`config.mk`:
```
export PLATFORM = sky130hd
export DESIGN_NAME = ibex_irq_arbiter_flat
export DESIGN_NICKNAME = d
export VERILOG_FILES = /design/src/rtl/ibex_pkg.sv /design/src/rtl/ibex_irq_arbiter_if.sv /design/src/rtl/ibex_irq_prio_enc.sv /design/src/rtl/ibex_irq_arbiter.sv /design/src/flat_wrapper.sv
export SDC_FILE = /design/constraint.sdc
export NUM_CORES = 1
export LEC_CHECK = 0
export CORE_MARGIN = 2
export CORE_UTILIZATION = 40
export DETAILED_ROUTE_END_ITERATION = 12
export PLACE_DENSITY = 0.8
export SETUP_SLACK_MARGIN = 0.3
export SYNTH_ARGS = -nofsm -noshare
export SYNTH_HDL_FRONTEND = slang
export SYNTH_SLANG_ARGS = --single-unit
```
`constraint.sdc`:
```
create_clock -name clk_i -period 1.8 [get_ports clk_i]
set_input_delay 0.27 -clock clk_i [delete_from_list [all_inputs] [get_ports clk_i]]
set_output_delay 0.27 -clock clk_i [all_outputs]
set_load 0.03 [all_outputs]
```
`src/rtl/ibex_pkg.sv`:
```
// Shared core types: interrupt layout, exception cause encoding and the
// interrupt arbiter's state encoding.
package ibex_pkg;

    typedef struct packed {
        logic        irq_software;
        logic        irq_timer;
        logic        irq_external;
        logic [14:0] irq_fast;
    } irqs_t;

    typedef struct packed {
        logic       irq_ext;
        logic [4:0] lower_cause;
    } exc_cause_e;

    localparam exc_cause_e EXC_CAUSE_IRQ_SOFTWARE_M = '{irq_ext: 1'b1, lower_cause: 5'd3};
    localparam exc_cause_e EXC_CAUSE_IRQ_TIMER_M    = '{irq_ext: 1'b1, lower_cause: 5'd7};
    localparam exc_cause_e EXC_CAUSE_IRQ_EXTERNAL_M = '{irq_ext: 1'b1, lower_cause: 5'd11};
    localparam exc_cause_e EXC_CAUSE_IRQ_FAST_BASE  = '{irq_ext: 1'b1, lower_cause: 5'd16};
    localparam exc_cause_e EXC_CAUSE_IRQ_NM         = '{irq_ext: 1'b1, lower_cause: 5'd31};

    typedef enum logic [1:0] {
        IRQ_ARB_IDLE,
        IRQ_ARB_OFFER,
        IRQ_ARB_GAP
    } irq_arb_state_e;

    function automatic exc_cause_e irq_fast_cause(input logic [3:0] idx);
        return '{irq_ext: 1'b1,
                 lower_cause: EXC_CAUSE_IRQ_FAST_BASE.lower_cause + {1'b0, idx}};
    endfunction

endpackage

```
`src/rtl/ibex_irq_arbiter_if.sv`:
```
// Interrupt offer handshake between the arbiter (master) and the controller (slave).
interface ibex_irq_arbiter_if;
    import ibex_pkg::*;

    logic       irq_req;
    exc_cause_e irq_cause;
    logic       irq_ack;
    logic       mret;
    logic       nmi_mode;

    modport master (output irq_req, irq_cause, nmi_mode, input irq_ack, mret);
    modport slave  (input irq_req, irq_cause, nmi_mode, output irq_ack, mret);

endinterface

```
`src/rtl/ibex_irq_prio_enc.sv`:
```
// Combinational priority encoder: NMI > MEI > MSI > MTI > fast[0] .. fast[14].
module ibex_irq_prio_enc
    import ibex_pkg::*;
(
    input  irqs_t      eligible,
    input  logic       nmi,
    output logic       valid,
    output exc_cause_e cause
);

    // Lowest priority is assigned first so that later, higher-priority hits override it.
    always_comb begin
        valid = 1'b0;
        cause = '0;
        for (int unsigned i = 15; i > 0; i--) begin
            if (eligible.irq_fast[i-1]) begin
                valid = 1'b1;
                cause = irq_fast_cause(4'(i - 1));
            end
        end
        if (eligible.irq_timer) begin
            valid = 1'b1;
            cause = EXC_CAUSE_IRQ_TIMER_M;
        end
        if (eligible.irq_software) begin
            valid = 1'b1;
            cause = EXC_CAUSE_IRQ_SOFTWARE_M;
        end
        if (eligible.irq_external) begin
            valid = 1'b1;
            cause = EXC_CAUSE_IRQ_EXTERNAL_M;
        end
        if (nmi) begin
            valid = 1'b1;
            cause = EXC_CAUSE_IRQ_NM;
        end
    end

endmodule

```
`src/rtl/ibex_irq_arbiter.sv`:
```
// Registers interrupt lines, captures NMI edges and offers the highest-priority
// eligible interrupt to the controller with a cause frozen until ack or withdrawal.
module ibex_irq_arbiter
    import ibex_pkg::*;
(
    input  logic  clk_i,
    input  logic  rst_i,
    input  irqs_t irqs_i,
    input  logic  irq_nm_i,
    input  irqs_t mie_i,
    input  logic  mstatus_mie_i,
    input  logic  debug_mode_i,
    output irqs_t mip_o,
    output logic  irq_pending_o,
    ibex_irq_arbiter_if.master ctrl
);

    irq_arb_state_e state_q;
    irqs_t          mip_q;
    logic           nm_q;
    logic           nmi_pend_q;
    logic           nmi_mode_q;
    exc_cause_e     cause_q;

    irqs_t      eligible;
    logic       nmi_eligible;
    logic       blocked;
    logic       win_valid;
    exc_cause_e win_cause;
    logic       latched_eligible;
    logic       nmi_ack;

    always_comb begin
        blocked      = nmi_mode_q | debug_mode_i;
        eligible     = (mstatus_mie_i && !blocked) ? (mip_q & mie_i) : '0;
        nmi_eligible = nmi_pend_q & ~blocked;
        nmi_ack      = (state_q == IRQ_ARB_OFFER) & ctrl.irq_ack & (cause_q == EXC_CAUSE_IRQ_NM);
    end

    // Map the frozen cause back to its source; an offered NMI is never withdrawn.
    always_comb begin
        latched_eligible = 1'b0;
        if (cause_q == EXC_CAUSE_IRQ_NM) begin
            latched_eligible = 1'b1;
        end else if (cause_q == EXC_CAUSE_IRQ_EXTERNAL_M) begin
            latched_eligible = eligible.irq_external;
        end else if (cause_q == EXC_CAUSE_IRQ_SOFTWARE_M) begin
            latched_eligible = eligible.irq_software;
        end else if (cause_q == EXC_CAUSE_IRQ_TIMER_M) begin
            latched_eligible = eligible.irq_timer;
        end else if (cause_q.lower_cause[4]) begin
            latched_eligible = eligible.irq_fast[cause_q.lower_cause[3:0]];
        end
    end

    ibex_irq_prio_enc u_prio_enc (
        .eligible (eligible),
        .nmi      (nmi_eligible),
        .valid    (win_valid),
        .cause    (win_cause)
    );

    always_ff @(posedge clk_i) begin
        if (rst_i) begin
            state_q    <= IRQ_ARB_IDLE;
            mip_q      <= '0;
            nm_q       <= 1'b0;
            nmi_pend_q <= 1'b0;
            nmi_mode_q <= 1'b0;
            cause_q    <= '0;
        end else begin
            mip_q      <= irqs_i;
            nm_q       <= irq_nm_i;
            // A new edge in the ack cycle keeps the NMI pending.
            nmi_pend_q <= (irq_nm_i & ~nm_q) | (nmi_pend_q & ~nmi_ack);
            nmi_mode_q <= (nmi_mode_q & ~ctrl.mret) | nmi_ack;
            case (state_q)
                IRQ_ARB_IDLE: begin
                    if (win_valid) begin
                        state_q <= IRQ_ARB_OFFER;
                        cause_q <= win_cause;
                    end
                end
                IRQ_ARB_OFFER: begin
                    if (ctrl.irq_ack) begin
                        state_q <= IRQ_ARB_GAP;
                    end else if (!latched_eligible) begin
                        state_q <= IRQ_ARB_IDLE;
                    end
                end
                IRQ_ARB_GAP: state_q <= IRQ_ARB_IDLE;
                default:     state_q <= IRQ_ARB_IDLE;
            endcase
        end
    end

    assign mip_o          = mip_q;
    assign irq_pending_o  = (|(mip_q & mie_i)) | nmi_pend_q;
    assign ctrl.irq_req   = (state_q == IRQ_ARB_OFFER);
    assign ctrl.irq_cause = cause_q;
    assign ctrl.nmi_mode  = nmi_mode_q;

    ack_only_in_offer: assert property (@(posedge clk_i) disable iff (rst_i)
        ctrl.irq_ack |-> state_q == IRQ_ARB_OFFER);

endmodule

```
`src/flat_wrapper.sv`:
```
// flat-port wrapper written by rule: the top's interface ports become plain ports
module ibex_irq_arbiter_flat import ibex_pkg::*;
  (clk_i, rst_i, irqs_i, irq_nm_i, mie_i, mstatus_mie_i, debug_mode_i, mip_o, irq_pending_o, ctrl_irq_req, ctrl_irq_cause, ctrl_nmi_mode, ctrl_irq_ack, ctrl_mret);
  ibex_irq_arbiter_if ctrl_i ();
  input  logic clk_i;
  input  logic rst_i;
  input  irqs_t irqs_i;
  input  logic irq_nm_i;
  input  irqs_t mie_i;
  input  logic mstatus_mie_i;
  input  logic debug_mode_i;
  output irqs_t mip_o;
  output logic irq_pending_o;
  output wire logic [$bits(ctrl_i.irq_req)-1:0] ctrl_irq_req;
  output wire logic [$bits(ctrl_i.irq_cause)-1:0] ctrl_irq_cause;
  output wire logic [$bits(ctrl_i.nmi_mode)-1:0] ctrl_nmi_mode;
  input wire logic [$bits(ctrl_i.irq_ack)-1:0] ctrl_irq_ack;
  input wire logic [$bits(ctrl_i.mret)-1:0] ctrl_mret;
  assign ctrl_irq_req = ctrl_i.irq_req;
  assign ctrl_irq_cause = ctrl_i.irq_cause;
  assign ctrl_nmi_mode = ctrl_i.nmi_mode;
  assign ctrl_i.irq_ack = ctrl_irq_ack;
  assign ctrl_i.mret = ctrl_mret;
  ibex_irq_arbiter u_core (.clk_i(clk_i), .rst_i(rst_i), .irqs_i(irqs_i), .irq_nm_i(irq_nm_i), .mie_i(mie_i), .mstatus_mie_i(mstatus_mie_i), .debug_mode_i(debug_mode_i), .mip_o(mip_o), .irq_pending_o(irq_pending_o), .ctrl(ctrl_i));
endmodule
```
* Word-level counts from Yosys, hierarchy flattened
Cells that the tools add are included.
** Storage, ports and cells
- Word-level logic and storage cells :: 89
- Input port bits :: 43
- Bits in registers :: 29
** Cells by class
- Reductions and logical operators :: 6
- Bitwise logic cells :: 15
- Equality and inequality tests :: 7
- Multiplexer cells :: 50
- $lt $le $gt $ge :: 1
** Operators with widths (count)
- 2-to-1 mux 6 bit :: 19
- 2-to-1 mux 1 bit :: 25
- equality test 6 bit (second input constant) :: 4
- bitwise AND 18 bit :: 1
- 2-to-1 mux 18 bit :: 1
- OR reduction 18 bit :: 1
- bitwise AND 1 bit :: 6
- 2-to-1 mux 2 bit :: 3
- < comparator 4 x 5 -> 1 bit (second input constant) :: 1
- binary-select mux 1 bit (select 4 bit) :: 1
- inverter 1 bit :: 4
- bitwise OR 1 bit :: 4
- one-hot mux 2 bit (2 select lines) :: 1
- AND reduction 2 bit :: 2
- inequality test 3 bit (second input constant) :: 1
- equality test 2 x 1 -> 1 bit (second input constant) :: 1
- zero test 2 bit :: 1
- inequality test 2 bit (second input constant) :: 1
- logical AND 1 bit :: 1
- zero test 1 bit :: 1

* Longest topological paths before layout
- Depth after elaboration :: 25
- Mapped depth :: 7
- Mapped depth without buffers :: 6

* By module
From an unflattened synthesis, not the netlist that was laid out.
** Second synthesis, totals
- Cells, all modules :: 206
- Area, all modules :: 1607.8 um^2
** Modules (own cells, without submodules)
- ibex_irq_arbiter :: instances 1, cells an instance 170, area an instance 1383.8 um^2, sequential area each 580.6 um^2
- ibex_irq_prio_enc :: instances 1, cells an instance 36, area an instance 224.0 um^2, sequential area each 0.0 um^2

* Worst setup path after synthesis
Ideal clock, no wire load.
- Path kind :: register to output
- From :: reg u_core.mip_q, in the netlist u_core.mip_o[12]
- To :: out irq_pending_o
- Cell stages (with the launch flop) :: 5
- Setup slack :: -0.069 ns
- Arrival :: 1.599 ns
- Path buffers :: 0
- Required time :: 1.530 ns
- Cells stage by stage :: dfxtp_1 a222oi_1 and3_1 nand2b_2 or3_1
** On the way
- Word-level cells in the longest chain between the ends :: 3
** Ends and longest elaborated chain
- start: declaration :: RTL line ibex_irq_arbiter.sv:19 : irqs_t mip_q;
- start signal: assignment :: RTL line ibex_irq_arbiter.sv:72 : mip_q <= irqs_i;
- bitwise AND 18 bit :: RTL line ibex_irq_arbiter.sv:98 : assign irq_pending_o = (|(mip_q & mie_i)) | nmi_pend_q;
- OR reduction 18 bit :: RTL line ibex_irq_arbiter.sv:98
- bitwise OR 1 bit :: RTL line ibex_irq_arbiter.sv:98
- end: declaration :: RTL line flat_wrapper.sv:13 : output logic irq_pending_o;
No other way between the ends.

* Worst setup path after layout
- From :: in mie_i[13] (netlist name)
- To :: out irq_pending_o
** On the way
- Word-level cells in the longest chain between the ends :: 3
** Ends and longest elaborated chain
- start: declaration :: RTL line flat_wrapper.sv:9 : input irqs_t mie_i;
- bitwise AND 18 bit :: RTL line ibex_irq_arbiter.sv:98
- OR reduction 18 bit :: RTL line ibex_irq_arbiter.sv:98
- bitwise OR 1 bit :: RTL line ibex_irq_arbiter.sv:98
No other way between the ends.

==> summary.md <==
| Metric | Value |
|---|---|
| Outcome | `complete, but fails checks` |
| Failing checks | `negative setup slack` |
| Most common cell after layout, fill and taps aside | `clkdlybuf4s50_1` |
| Wire length of the first global-routing pass | `7.01 mm` |
| Tcrit/Tclk final | `1.21` |
| Htree depth | `2` |
| Finished Layout Cells | `320` |
| Switching power total | `0.544 mW` |
| Final Hold Viols | `0` |
| IR drop worst, VDD | `0.534 mV` |
| Post-Place Cells | `309` |
| Relative slew slack | `0.651` |
| Share of layout cells above drive strength 1 | `0.307` |
| Post-Synthesis Cells | `165` |
| Max-cap violations | `0` |
| Critical path class | `input port to primary output` |
| WL final | `4.21 mm` |
| Syn Nets | `208` |
| Startpoint types | `input port` |
| WL/cell | `13.1 um` |
| Setup Viol. Count Final | `4` |
| Critical path data required time | `1.53 ns` |
| Vias in the first global route | `1636` |
| Slew @ Worst Pin | `0.522 ns` |
| Yosys Warn Count | `0` |
| First DRT Iteration DRCs | `80` |
| WP data arrival | `1.91 ns` |
| NumNets Final | `316` |
| Crit. End Element | `primary output` |
| CP max stage delay | `0.42 ns` |
| Die X-Extent | `63.1 um` |
| Core area | `0.00334 mm^2` |
| Synth unique cells | `39` |
| Critical Path, Cell by Cell | `clkdlybuf4s50_1 > a222oi_1 > and3_4 > nand2b_4 > or3_4 > buf_6` |
| Setup Skew | `0.00792 ns` |
| Clk pwr share | `0.340` |
| Switch share | `0.279` |
| Clock Latency Late Sink | `0.33 ns` |
| Most frequent cells in the layout | `clkdlybuf4s50_1 (41), buf_4 (37), nand2_1 (21), nor2b_1 (20), dfxtp_1 (18)` |
| TritonCTS Buffers | `5` |
| Sequential share of power | `0.375` |
| Post-synthesis average cell area | `8.48 um^2` |
| Worst Hold Class | `input port to flip-flop` |
| Clock Tree Buf Depth | `2` |
| # IOs | `70` |
| Int Pwr | `1.41 mW` |
| Combinational power share | `0.285` |
| Post-DRT Antenna Nets | `0` |
| DR DRC count | `0` |
| Worst Path Max Fanout | `2` |
| Slowest cell on the critical path | `clkdlybuf4s50_1` |
| Starting Density | `0.419` |
| Max frequency | `460 MHz` |
| Die Area | `0.00399 mm^2` |
| Area growth from synthesis to layout | `85.5%` |
| Hold Slack | `0.472 ns` |
| # port buffers | `69` |
| Final Slew Violations | `0` |
| Pwr dens | `752 mW/mm^2` |
| Vias after detailed routing | `1651` |
| Sequential fraction of the synthesis area | `0.415` |
| Minimum clock period | `2.18 ns` |
| RePlAce Congestion | `0.885` |
| Largest net degree at the start of global routing | `14` |
| Clock transition at path regs | `0.10 ns` |
| CTS tree | `built` |
| Fin Setup TNS | `-0.513 ns` |
| # diodes | `0` |
| P_leak | `1.09 nW` |
| Die height | `63.1 um` |
| GRT overflow | `0` |
| Yosys reg bits | `29` |
| Initial antenna violation count | `0` |
| Hold depth | `2` |
| Final worst setup slack | `-0.375 ns` |
| Num rows | `21` |
| Routed vias/inst | `5.16` |
| Tot GR Track Use | `0.223` |
| Mapped cell area | `0.00140 mm^2` |
| RSZ-0062 raised after global routing | `yes` |
| PnR Total Power | `1.95 mW` |
| Clock sinks | `29` |
| Utilization after layout | `0.778` |
| Router iterations before antenna repair | `4` |
| Worst R2R Path Depth | `8` |
| Detailed Place HPWL | `3.18 mm` |
| Root Buffer | `clkbuf_4` |
==> path summary, 6_finish.rpt <==
check | slack, ns | from | end
setup / recovery | -0.38 | mie_i[13] | irq_pending_o
hold / removal | 0.47 | irqs_i[17] | u_core.mip_o[17]$_SDFF_PP0_
setup reg to reg | -0.04 | u_core.mip_o[12]$_SDFF_PP0_ | u_core.state_q[0]$_SDFFE_PP0P_
hold reg to reg | 0.51 | u_core.ctrl.nmi_mode$_SDFF_PP0_ | u_core.ctrl.nmi_mode$_SDFF_PP0_
==> what timing repair did <==
| action | CTS | global route |
|---|---|---|
| setup buffers | 1 | 1 |
| gates resized for setup | 47 | 24 |
| pin swaps | 5 | 3 |
| cloned | 1 | 0 |
| endpoints found under the setup margin | 34 | 22 |
| hold buffers | 0 | 0 |
==> layout make-up <==
| class | instances | area, um^2 |
|---|---|---|
| Tap cell | 46 | 57.6 |
| Timing Repair Buffer | 107 | 953 |
| Fill cell | 235 | 742 |
| Clock buffer | 5 | 37.5 |
| Sequential cell | 29 | 597 |
| Inverter | 1 | 3.75 |
| Clock inverter | 3 | 65.1 |
| Multi-Input combinational cell | 129 | 881 |
==> routing by layer <==
| layer | share of wire | GRT usage | vias to the layer above | wire length [um] |
|---|---|---|---|---|
| met5 | 0 | 0 | - | 0 |
| met4 | 0.023 | 0.0889 | 0 | 97 |
| met3 | 0.073 | 0.0714 | 14 | 309 |
| met2 | 0.51 | 0.392 | 67 | 2150 |
| met1 | 0.39 | 0.247 | 746 | 1650 |
| li1 | - | - | 824 | - |
==> power groups by stage <==
stage	combinational [mW]	sequential [mW]	clock (mW)
after floorplan	0.189	0.808	0
after global placement	0.524	0.742	0
after detailed placement	0.533	0.744	0
after CTS	0.539	0.729	0.683
after global routing	0.595	0.739	0.726
final	0.556	0.732	0.664
==> cell families after synthesis <==
logic type             count (synthesis)  share of synthesized area
and+or+nand+nor                       82                      0.309
AOI/OAI and AO/OA                     43                      0.215
DFF                                   29                      0.415
buffers and inverters                  8                     0.0224
muxes                                  3                     0.0394
==> sequential cells by signal, indices dropped and copies added (netlist names) <==
register / flops
u_core.ctrl.nmi_mode: 1
u_core.nmi_pend_q: 1
u_core.nm_q: 1
u_core.mip_o: 18
u_core.ctrl.irq_cause: 6
u_core.state_q: 2
==> metrics by stage <==
step	area, um^2	setup WS [ns]
final	2590	-0.375
after floorplan	1420	0.0869
after global routing	2590	-0.431
after global placement	2410	-0.891
after CTS	2560	-0.378
after detailed placement	2410	-0.928
==> critical path, delay by kind of cell <==
kind,cells,cell delay (ns)
buffers and inverters,2,0.56
and+or+nand+nor,3,0.66
AOI/OAI and AO/OA,1,0.41
==> synth_stat cells <==
master	number	area share
a21boi_0	1	0.0054
a21boi_1	1	0.0054
a21oi_1	5	0.018
a222oi_1	1	0.0072
a22o_1	1	0.0063
a22o_2	1	0.0072
a22oi_1	7	0.038
a311oi_1	3	0.019
a31oi_1	4	0.018
a41o_1	1	0.0072
and2_1	2	0.0089
and3_1	1	0.0045
and3b_1	1	0.0063
buf_2	1	0.0036
clkbuf_1	6	0.016
dfxtp_1	29	0.42
inv_1	1	0.0027
mux2i_1	1	0.0072
mux4_2	2	0.032
nand2_1	21	0.056
nand2b_1	2	0.0089
nand2b_2	1	0.0063
nand3_1	8	0.029
nand3b_1	1	0.0054
nand4_1	4	0.018
nand4b_1	1	0.0063
nor2_1	10	0.027
nor2_2	1	0.0045
nor2b_1	21	0.094
nor3_1	4	0.014
o211a_1	1	0.0072
o211ai_1	3	0.016
o21a_1	1	0.0054
o21ai_0	11	0.039
o2bb2ai_2	1	0.011
o31ai_1	1	0.0054
or2_2	2	0.0089
or3_1	1	0.0045
or3b_1	1	0.0063
Note: power is estimated with default switching activity, not from simulation.
